$ cat src/rtl/led_pattern_seq.sv
// LED pattern sequencer: plays a captured PLEN-step bit pattern, one step per
// tick, for a captured number of passes, optionally gated by an upstream blink.
module led_pattern_seq #(
    parameter int PLEN  = 8,
    parameter int RBITS = 4,
    localparam int SW   = $clog2(PLEN)
) (
    input  logic             clk,
    input  logic             rst,
    input  logic             tick,
    input  logic             blink_in,
    input  logic             start,
    input  logic             abort,
    input  logic [PLEN-1:0]  pattern,
    input  logic [RBITS-1:0] reps,
    input  logic             gate,
    output logic             led_out,
    output logic             busy,
    output logic             done,
    output logic [SW-1:0]    step_idx
);

    typedef enum logic [1:0] {IDLE, ARM, PLAY, DONE} state_t;

    localparam logic [SW-1:0] LAST = SW'(PLEN - 1);

    state_t           state_q, state_d;
    logic [SW-1:0]    step_q, step_d;
    logic [RBITS-1:0] rep_q, rep_d;
    logic [RBITS-1:0] reps_q, reps_d;
    logic [PLEN-1:0]  pat_q, pat_d;
    logic             gate_q, gate_d;
    logic             led_q, led_d;

    always_ff @(posedge clk or posedge rst) begin
        if (rst) begin
            state_q <= IDLE;
            step_q  <= '0;
            rep_q   <= '0;
            reps_q  <= '0;
            pat_q   <= '0;
            gate_q  <= 1'b0;
            led_q   <= 1'b0;
        end else begin
            state_q <= state_d;
            step_q  <= step_d;
            rep_q   <= rep_d;
            reps_q  <= reps_d;
            pat_q   <= pat_d;
            gate_q  <= gate_d;
            led_q   <= led_d;
        end
    end

    always_comb begin
        state_d = state_q;
        step_d  = step_q;
        rep_d   = rep_q;
        reps_d  = reps_q;
        pat_d   = pat_q;
        gate_d  = gate_q;
        led_d   = 1'b0;
        unique case (state_q)
            IDLE: begin
                // Inputs are latched only here so a run is immune to later changes.
                if (start && !abort) begin
                    pat_d   = pattern;
                    reps_d  = reps;
                    gate_d  = gate;
                    state_d = (reps != '0) ? ARM : DONE;
                end
            end
            ARM: begin
                if (abort) begin
                    state_d = IDLE;
                end else if (tick) begin
                    state_d = PLAY;
                    step_d  = '0;
                    rep_d   = reps_q;
                end
            end
            PLAY: begin
                if (abort) begin
                    state_d = IDLE;
                    step_d  = '0;
                    rep_d   = '0;
                end else begin
                    led_d = pat_q[step_q] & (gate_q ? blink_in : 1'b1);
                    if (tick) begin
                        if (step_q != LAST) begin
                            step_d = step_q + SW'(1);
                        end else if (rep_q > RBITS'(1)) begin
                            step_d = '0;
                            rep_d  = rep_q - RBITS'(1);
                        end else begin
                            state_d = DONE;
                            step_d  = '0;
                            rep_d   = '0;
                        end
                    end
                end
            end
            DONE: state_d = IDLE;
            default: state_d = IDLE;
        endcase
    end

    assign led_out  = led_q;
    assign busy     = (state_q == ARM) || (state_q == PLAY);
    assign done     = (state_q == DONE);
    assign step_idx = step_q;

endmodule

$ cat config.mk
export PLATFORM = sky130hd
export DESIGN_NAME = led_pattern_seq
export DESIGN_NICKNAME = d
export VERILOG_FILES = /design/src/rtl/led_pattern_seq.sv
export SDC_FILE = /design/constraint.sdc
export NUM_CORES = 1
export LEC_CHECK = 0
export BUFFER_PORTS_ARGS = -buffer_cell sky130_fd_sc_hd__buf_2
export CAP_MARGIN = 20
export CORE_ASPECT_RATIO = 2
export CORE_UTILIZATION = 35
export DETAILED_ROUTE_END_ITERATION = 10
export PLACE_DENSITY = 0.52
export SYNTH_ARGS = -nofsm -noshare
export SYNTH_HDL_FRONTEND = slang
export SYNTH_SLANG_ARGS = --single-unit
export TNS_END_PERCENT = 50
$ cat constraint.sdc
create_clock -name clk -period 1.9 [get_ports clk]
set_input_delay 0.095 -clock clk [delete_from_list [all_inputs] [get_ports clk]]
set_output_delay 0.095 -clock clk [all_outputs]
set_load 0.1 [all_outputs]
==> results of run 1 <==
==> final cells by class <==
class	count	area (µm²)	share of cell area, %
multi-input combinational	70	657	42.8
sequential	23	579	37.8
timing repair buffer	27	145	9.46
tap	49	61.3	4.00
inverter	12	45.0	2.94
clock buffer	3	41.3	2.69
clock inverter	1	5.00	0.326
==> cell usage in the layout (no fill, tap or decap), types with 3 or more instances in the layout <==
| cell type | instances |
|---|---|
| buf_2 | 24 |
| clkbuf_8 | 3 |
| dfrtp_1 | 20 |
| dfrtp_2 | 3 |
| ha_1 | 8 |
| inv_1 | 12 |
| mux2_2 | 14 |
| nand2_1 | 3 |
| nand3_1 | 4 |
| nor2_1 | 7 |
| o21ai_0 | 3 |
==> per-layer routing <==
metal  global-route usage (%)  up-vias  share of wire [%]
li1                         -      439                  -
met4                     9.09        0                3.6
met1                     14.8      453                 38
met5                        0        -                  0
met3                     1.24        8                2.1
met2                     27.9       22                 56
==> power by group <==
group	internal (W)	total [W]	switching, W
clock network	0.000147	0.000309	0.000163
registers	0.000699	0.000848	0.000149
logic	0.000423	0.00103	0.000606
==> flip-flops by register name (all words and copies together) (netlist names) <==
signal,count
gate_q,1
led_out,1
pat_q,8
rep_q,4
reps_q,4
state_q,2
step_idx,3
==> worst max-delay path by stage <==
stage,to,cells after the start
floorplan,rep_q[2]$_DFFE_PP0P_,6
global placement,state_q[1]$_DFFE_PP0P_,6
detailed placement,state_q[1]$_DFFE_PP0P_,6
CTS,state_q[1]$_DFFE_PP0P_,6
global route,state_q[1]$_DFFE_PP0P_,6
finish,state_q[1]$_DFFE_PP0P_,6
==> cell families after synthesis <==
family                   after synthesis  synth area share (%)
buffers and inverters                 15                  5.30
flip-flops                            23                  44.3
multiplexers                          17                  16.5
AND/OR/NAND/NOR                       25                  12.3
adder cells (fa/ha/maj)                9                  8.67
AO/OA/AOI/OAI                         19                  12.9
==> through the flow <==
| stage | std cells | setup slack (ns) | instance area, µm² |
|---|---|---|---|
| after floorplan | 108 | 0.0241 | 1300 |
| after global placement | 180 | 0.110 | 1480 |
| after detailed placement | 180 | 0.0417 | 1480 |
| after CTS | 185 | 0.0299 | 1530 |
| after global routing | 185 | 0.0330 | 1530 |
| final | 185 | 0.129 | 1530 |
==> what timing repair did <==
| action | 4_1_cts | 5_1_grt |
|---|---|---|
| setup endpoints to repair | 0 | 6 |
| hold buffers | 1 | 0 |
| endpoints found under the hold margin | 23 | 0 |
| resized for setup | 0 | 1 |
| buffers inserted | 0 | 0 |
==> impl_metrics.csv, run 1 <==
group,metric,value,unit
status,status,"finished clean",
setup_path,path_cells,"inv_1, ha_2, nor2b_4, o31ai_2, nand3_1, mux2_1",
floorplanning,row_count,31,
setup_path,r2r-end,"state_q[1]$_DFFE_PP0P_",
setup_path,worstPathArrival,1.93,ns
setup_path,worstRegToRegCells,6,
sta,hold_viol_final,0,
sta,holdWs,0.0500,ns
finish,nets,165,
worst_hold_path,min_from,"pattern[1]",
clocking,worst_skew_pair.late_latency,0.27,ns
sta,period_share,93.2,%
grt,antenna_found_initial,0,
synth,syn_nets,136,
worst_hold_path,worstHoldPathType,"in -> reg",
finish,fin_util,43.0,%
clocking,cts_buffers,3,
synth,synth_edf_count,0,
sta,setup_viol,0,
setup_path,rr_startpoint,"state_q[0]$_DFFE_PP0P_",
synth,synth_cell_type_count,34,
synth,syn_inst,108,
floorplanning,die_w,45.1,µm
flow_run,cap_violations,0,
sta,layout_min_cycle_time,1.77,ns
clocking,clock_path_buffers,2,
synth,yosysTopAreaCell,"dfrtp_1",
routing,vias,922,
routing,drt_iter0_drc,10,
synth,synthArstFlopShare,100,%
placement,dp_hpwl,2090,µm
grt,grt_start_max_net_pins,24,
finish,fillCellCount,373,
setup_path,cp-startpoint,"state_q[0]$_DFFE_PP0P_",
routing,ant_nets,0,
floorplanning,initial_core_util,36.4,%
setup_path,rrSetupSlack,0.13,ns
setup_path,required,2.06,ns
floorplanning,coreArea,0.00357,mm²
clocking,clk_pin_slew,0.09,ns
finish,antenna_cells,0,
setup_path,worstPathMaxFanout,9,
sta,skew,0.00609,ns
grt,grt_overflow,0,
worst_hold_path,min_path_cells,2,
synth,ys_warn_count,0,
placement,io_buffers,24,
synth,synth_most_common_cell,"dfrtp_1",
setup_path,cpLargestDelayFamily,"flip-flops",
finish,area_delta_synth_final,18.1,%
routing,dr.pass1.iters,4,
floorplanning,dieArea,0.00397,mm²
synth,synth_common_cells,"dfrtp_1 (23), mux2_2 (14), inv_1 (12)",
power_and_ir_drop,finalPower,0.00219,W
clocking,cts_tree,"done",
synth,synthTopCellsByArea,"dfrtp_1 (44%), mux2_2 (12%), ha_1 (8.7%)",
grt,grt_use_total,14.9,%
synth,synth-seq-cells,23,
synth,yosysSeqAreaShare,44.3,%
synth,avgSynthCellArea,12.0,µm²
clocking,cts_sinks,23,
setup_path,cp-end-kind,"flip-flop",
floorplanning,dieHeight,88.1,µm
grt,grt_first_pass_wirelength,4220,µm
setup_path,worstSetupPathType,"reg -> reg",
routing,drt-total-wl,2690,µm
synth,netlist_area,0.00130,mm²
routing,post-route-drc-count,0,
power_and_ir_drop,ir_drop,0.857,mV
worst_hold_path,min_to,"pat_q[1]$_DFFE_PP0P_",
clocking,cts_root_buf,"clkbuf_8",
sta,fmax,0.565,GHz
clocking,htree_num_levels,1,
setup_path,slowest_delay,0.41,ns
sta,max-slew-margin-rel,67.5,%
setup_path,cp_slowest_cell,"dfrtp_1",
setup_path,critPathBufInv,1,
power_and_ir_drop,power_density,1430,mW/mm²
sta,worst_pin_slew,0.491,ns
routing,routedWlPerCell,14.5,µm
finish,drive_gt1_share,42.6,%
setup_path,start_kind,"flip-flop",
synth,synth_top_cell_area_share,44.3,%
floorplanning,ioPinCount,25,
power_and_ir_drop,p_leak,0.718,nW
sta,tns,0,ns
routing,vias_per_cell,4.98,
sta,rsz0062_at_grt,"false",
placement,routabilityCongestion,0.885,
synth,yosys_most_used_dff,"dfrtp_1",
sta,drv_slew,0,
grt,grt_pass1_vias,939,
No activity file was read; power rests on OpenSTA's default activity.
==> run 2: changes to the inputs <==
--- a/config.mk
+++ b/config.mk
@@ -7,10 +7,12 @@
 export LEC_CHECK = 0
 export BUFFER_PORTS_ARGS = -buffer_cell sky130_fd_sc_hd__buf_2
 export CAP_MARGIN = 20
+export CELL_PAD_IN_SITES_DETAIL_PLACEMENT = 1
+export CELL_PAD_IN_SITES_GLOBAL_PLACEMENT = 1
 export CORE_ASPECT_RATIO = 2
-export CORE_UTILIZATION = 35
+export CORE_UTILIZATION = 43
 export DETAILED_ROUTE_END_ITERATION = 10
-export PLACE_DENSITY = 0.52
+export PLACE_DENSITY = 0.75
 export SYNTH_ARGS = -nofsm -noshare
 export SYNTH_HDL_FRONTEND = slang
 export SYNTH_SLANG_ARGS = --single-unit
==> impl_metrics.csv, run 2 (synthesis results as in run 1) <==
group,metric,value,unit
status,status,"finished clean",
finish,regArea,579,µm²
sta,drv_slew,0,
clocking,cts_tree,"done",
grt,grt_use_total,22.1,%
finish,largest_register,"pat_q",
grt,grt_pass1_vias,1040,
sta,rsz0062_at_grt,"false",
routing,post-route-drc-count,0,
sta,skew,0.00441,ns
routing,drt_iter0_drc,12,
floorplanning,ioPinCount,25,
setup_path,worstSetupPathType,"reg -> reg",
setup_path,path_cells,"inv_1, ha_2, nor2b_4, o31ai_4, nand3_1, mux2_1",
setup_path,worstPathMaxFanout,9,
routing,vias,956,
finish,fillCellCount,305,
finish,antenna_cells,0,
setup_path,cpLargestDelayFamily,"flip-flops",
sta,setup_viol,0,
setup_path,worstPathArrival,1.90,ns
floorplanning,dieArea,0.00326,mm²
floorplanning,initial_core_util,46.3,%
power_and_ir_drop,ir_drop,0.730,mV
finish,area_delta_synth_final,17.4,%
clocking,clock_path_buffers,2,
clocking,worst_skew_pair.late_latency,0.27,ns
worst_hold_path,worstHoldPathType,"in -> reg",
sta,worst_pin_slew,0.493,ns
finish,largest_reg_flops,8,
power_and_ir_drop,p_leak,0.724,nW
placement,dp_hpwl,2440,µm
routing,ant_nets,0,
clocking,cts_sinks,23,
grt,grt_first_pass_wirelength,4820,µm
floorplanning,row_count,27,
sta,fmax,0.576,GHz
clocking,clk_pin_slew,0.08,ns
grt,antenna_found_initial,0,
power_and_ir_drop,power_density,1470,mW/mm²
sta,tns,0,ns
routing,dr.pass1.iters,4,
placement,routabilityCongestion,0.868,
routing,drt-total-wl,2990,µm
finish,fin_util,54.4,%
setup_path,cp_slowest_cell,"dfrtp_1",
finish,drive_gt1_share,43.1,%
setup_path,start_kind,"flip-flop",
setup_path,cp-end-kind,"flip-flop",
routing,routedWlPerCell,18.0,µm
setup_path,slowest_delay,0.41,ns
grt,grt_start_max_net_pins,14,
finish,nets,166,
grt,globalRouteMet1Util,23.1,%
sta,max-slew-margin-rel,67.1,%
routing,vias_per_cell,5.76,
finish,final_cell_mix,"buf_2 (24), dfrtp_1 (20), mux2_2 (14), inv_1 (12), ha_1 (8)",
finish,reg_top3,"pat_q: 8 flops, rep_q: 4 flops, reps_q: 4 flops",
finish,final_common_cell,"buf_2",
grt,grt.busiest_layer,"met2",
setup_path,required,2.06,ns
grt,grt_overflow,0,
floorplanning,die_w,40.9,µm
sta,hold_viol_final,0,
sta,period_share,91.4,%
clocking,cts_root_buf,"clkbuf_8",
grt,use_met3,2.51,%
floorplanning,dieHeight,79.7,µm
setup_path,critPathBufInv,1,
placement,io_buffers,24,
sta,layout_min_cycle_time,1.74,ns
grt,met2_usage,39.2,%
clocking,cts_setup_buffers,0,
flow_run,cap_violations,0,
clocking,htree_num_levels,1,
floorplanning,coreArea,0.00280,mm²
finish,multi_input_area,666,µm²
clocking,cts_buffers,3,
## run 2: changes by cell type in the layout (fill, tap and decap cells not counted), sizes merged
cell	delta
buf	+1
## run 2: power by group
part	internal (W)	switching (W)
clock network	0.000147	0.000165
registers	0.000699	0.000163
logic	0.000441	0.000634
total	0.00129	0.000962
## run 2: worst reg2reg max path, delay by kind of cell (launching register included)
family | cells | cell delay, ns
buffers and inverters | 1 | 0.09
adder cells (fa/ha/maj) | 1 | 0.30
flip-flops | 1 | 0.41
AO/OA/AOI/OAI | 1 | 0.12
multiplexers | 1 | 0.34
AND/OR/NAND/NOR | 2 | 0.38
## run 2: metal layers
metal	up-vias	part of all wire, %	wire length [µm]
li1	441	-	-
met1	480	36	1080
met2	27	58	1730
met3	8	2.6	79
met4	0	3.3	100
met5	-	0	0
## run 2: cell type report
class                           instances  share of cell area [%]
Clock buffer                            3                    2.71
Clock inverter                          1                   0.328
Inverter                               12                    2.95
Multi-Input combinational cell         70                    43.6
Sequential cell                        23                    38.0
Tap cell                               29                    2.38
Timing Repair Buffer                   28                    10.0
## run 2: final timing paths
check                                        from                      to  slack, ns  cells after the start
setup / recovery           state_q[0]$_DFFE_PP0P_  state_q[1]$_DFFE_PP0P_       0.16                      6
hold / removal                         pattern[0]    pat_q[0]$_DFFE_PP0P_       0.05                      2
setup reg to reg           state_q[0]$_DFFE_PP0P_  state_q[1]$_DFFE_PP0P_       0.16                      6
hold reg to reg              pat_q[5]$_DFFE_PP0P_    pat_q[5]$_DFFE_PP0P_       0.51                      1
max in group asynchronous                     rst    pat_q[2]$_DFFE_PP0P_       0.97                      4
min in group asynchronous                     rst  state_q[1]$_DFFE_PP0P_       0.38                      3
## run 2: timing repair
item                                   4_1_cts  5_1_grt
gates resized for setup                      0        2
endpoints found under the hold margin       11        0
hold buffers                                 1        0
setup endpoints to repair                    0        6
## run 2: metrics by stage
stage,hold WS (ns),cell area [µm²],total power [W],setup slack (ns),std cells
after CTS,0.0518,1510,0.00225,0.0660,166
after detailed placement,0.143,1460,0.00194,0.0872,161
after global routing,0.0475,1530,0.00239,0.0274,166
after global placement,0.130,1460,0.00188,0.174,161
after floorplan,0.0967,1300,0.00166,0.0241,108
final,0.0512,1530,0.00225,0.163,166
==> run 3: changes to the inputs <==
==> config.mk (replaced) <==
export PLATFORM = sky130hd
export DESIGN_NAME = led_pattern_seq
export DESIGN_NICKNAME = d
export VERILOG_FILES = /design/src/rtl/led_pattern_seq.sv
export SDC_FILE = /design/constraint.sdc
export NUM_CORES = 1
export LEC_CHECK = 0
export CAP_MARGIN = 20
export CELL_PAD_IN_SITES_DETAIL_PLACEMENT = 1
export CELL_PAD_IN_SITES_GLOBAL_PLACEMENT = 1
export CORE_ASPECT_RATIO = 2
export CORE_UTILIZATION = 45
export DETAILED_ROUTE_END_ITERATION = 10
export DONT_BUFFER_PORTS = 1
export PLACE_DENSITY = 0.69
export SYNTH_ARGS = -nofsm -noshare
export SYNTH_HDL_FRONTEND = slang
export SYNTH_SLANG_ARGS = --single-unit
export TNS_END_PERCENT = 50
==> impl_metrics.csv, run 3 (synthesis results as in run 1) <==
group,metric,value,unit
setup_path,cp-end-kind,"flip-flop",
sta,rsz0062_at_grt,"false",
setup_path,required,2.05,ns
clocking,cts_root_buf,"clkbuf_8",
placement,numPlacedInstances,144,
routing,vias_per_cell,5.64,
clocking,clk_pin_slew,0.08,ns
clocking,cts_sinks,23,
power_and_ir_drop,clock_power_share,13.4,%
sta,period_share,89.9,%
sta,fin_ws,0.193,ns
setup_path,worstSetupPathType,"reg -> reg",
routing,ant_nets,0,
floorplanning,row_count,27,
grt,grt_pass1_vias,1022,
setup_path,path_depth,6,
finish,largest_reg_flops,8,
power_and_ir_drop,p_comb_share,48.7,%
sta,setup_viol,0,
grt,grt_use_total,21.1,%
grt,grt_first_pass_wirelength,4570,µm
power_and_ir_drop,intPower,0.00132,W
power_and_ir_drop,ir_drop,0.642,mV
power_and_ir_drop,switchingPower,0.000897,W
placement,routabilityCongestion,0.807,
floorplanning,coreArea,0.00274,mm²
worst_hold_path,min_path_cells,3,
routing,post-route-drc-count,0,
finish,final_common_cell,"dfrtp_1",
floorplanning,dieArea,0.00312,mm²
finish,final_cell_mix,"dfrtp_1 (20), dlygate4sd3_1 (15), mux2_2 (14), inv_1 (12), buf_4 (10)",
power_and_ir_drop,p_leak,0.713,nW
routing,dr.pass1.iters,4,
clocking,cts_setup_buffers,0,
clocking,worst_skew_pair.late_latency,0.26,ns
floorplanning,ioPinCount,25,
finish,nets,163,
placement,dp_hpwl,2060,µm
finish,largest_register,"pat_q",
placement,dp_slack,0.0978,ns
finish,drive_gt1_share,30.6,%
setup_path,worstPathArrival,1.86,ns
sta,fmax,0.586,GHz
setup_path,slowest_delay,0.43,ns
placement,io_buffers,0,
finish,antenna_cells,0,
clocking,htree_num_levels,1,
sta,layout_min_cycle_time,1.71,ns
setup_path,cp_slowest_cell,"dfrtp_1",
sta,skew,0.00553,ns
grt,antenna_found_initial,0,
setup_path,cpLargestDelayFamily,"flip-flops",
clocking,clock_path_buffers,2,
finish,area_delta_synth_final,22.3,%
sta,drv_slew,0,
setup_path,start_kind,"flip-flop",
flow_run,cap_violations,0,
finish,fin_area,0.00159,mm²
setup_path,worstRegToRegCells,6,
sta,max-slew-margin-rel,75.2,%
grt,grt_overflow,0,
floorplanning,dieHeight,78.0,µm
worst_hold_path,worstHoldPathType,"in -> reg",
floorplanning,initial_core_util,47.5,%
placement,place_area,0.00139,mm²
status,status,"finished clean",
routing,routedWlPerCell,16.4,µm
clocking,cts_tree,"done",
routing,drt-total-wl,2680,µm
setup_path,critPathBufInv,1,
sta,worst_pin_slew,0.369,ns
setup_path,worstPathMaxFanout,5,
setup_path,path_cells,"inv_1, ha_1, nor2_1, o31ai_2, nand3_1, mux2_1",
power_and_ir_drop,power_density,1400,mW/mm²
finish,reg_top3,"pat_q: 8 flops, rep_q: 4 flops, reps_q: 4 flops",
power_and_ir_drop,swShare,40.4,%
routing,drt_iter0_drc,13,
finish,fin_cells,163,
routing,vias,919,
power_and_ir_drop,pwr-share-seq,37.9,%
grt,grt_start_max_net_pins,24,
clocking,cts_buffers,3,
floorplanning,die_w,40.0,µm
sta,tns,0,ns
sta,hold_viol_final,0,
run 3: changes by cell type in the layout (fill, tap and decap cells not counted):
cell / change
buf_2: -24
clkinv_2: -1
o31ai_2: +1
o31ai_4: -1
buf_4: +7
dlygate4sd3_1: +14
clkbuf_1: +1
run 3: worst paths after layout:
| path | to | start | slack [ns] |
|---|---|---|---|
| max | state_q[1]$_DFFE_PP0P_ | rep_q[0]$_DFFE_PP0P_ | 0.19 |
| min | step_idx[2]$_DFFE_PP0P_ | abort | 0.05 |
| max reg2reg | state_q[1]$_DFFE_PP0P_ | rep_q[0]$_DFFE_PP0P_ | 0.19 |
| min reg2reg | led_out$_DFF_PP0_ | gate_q$_DFFE_PP0P_ | 0.47 |
| max in group asynchronous | step_idx[2]$_DFFE_PP0P_ | rst | 1.33 |
| min in group asynchronous | reps_q[1]$_DFFE_PP0P_ | rst | 0.31 |
run 3: area by class of cell:
class                           instances  area [µm²]
Inverter                               12        45.0
Multi-Input combinational cell         70         657
Fill cell                             281        1150
Sequential cell                        23         579
Clock buffer                            4        45.0
Timing Repair Buffer                   25         225
Tap cell                               29        36.3
run 3: routing by layer:
layer  share of wire [%]  vias up  track usage, %
met2                  58       27            36.5
met4                 2.9        0            8.97
li1                    -      438               -
met1                  35      444            22.9
met3                 3.8       10            3.71
met5                   0        -               0
run 3: through the flow:
step                      util (%)  hold WS [ns]  total power, W
final                         58.0        0.0451         0.00222
after global routing          58.0        0.0860         0.00235
after CTS                     57.9        0.0533         0.00224
after detailed placement      50.8        0.0437         0.00191
after global placement        50.8        0.0404         0.00186
after floorplan                  -        0.0967         0.00166
run 3: power groups by stage:
stage	clock, W	sequential (W)	combinational [W]
after global routing	0.000324	0.000866	0.00116
after CTS	0.000306	0.000841	0.00109
final	0.000297	0.000839	0.00108
after global placement	0	0.000838	0.00102
after detailed placement	0	0.000851	0.00106
after floorplan	0	0.000877	0.000786
run 3: worst reg2reg max path: cells and delay by family, from the launching register on:
kind	cells	cell delay [ns]
flops	1	0.43
simple gates	2	0.24
buf+inv	1	0.08
mux	1	0.34
compound gates	1	0.31
fa+ha+maj	1	0.20
run 3: timing repair:
item / CTS / global route
endpoints found under the setup margin: 0 / 2
hold buffers: 15 / 0
endpoints found under the hold margin: 37 / 0
gates resized for setup: 0 / 1
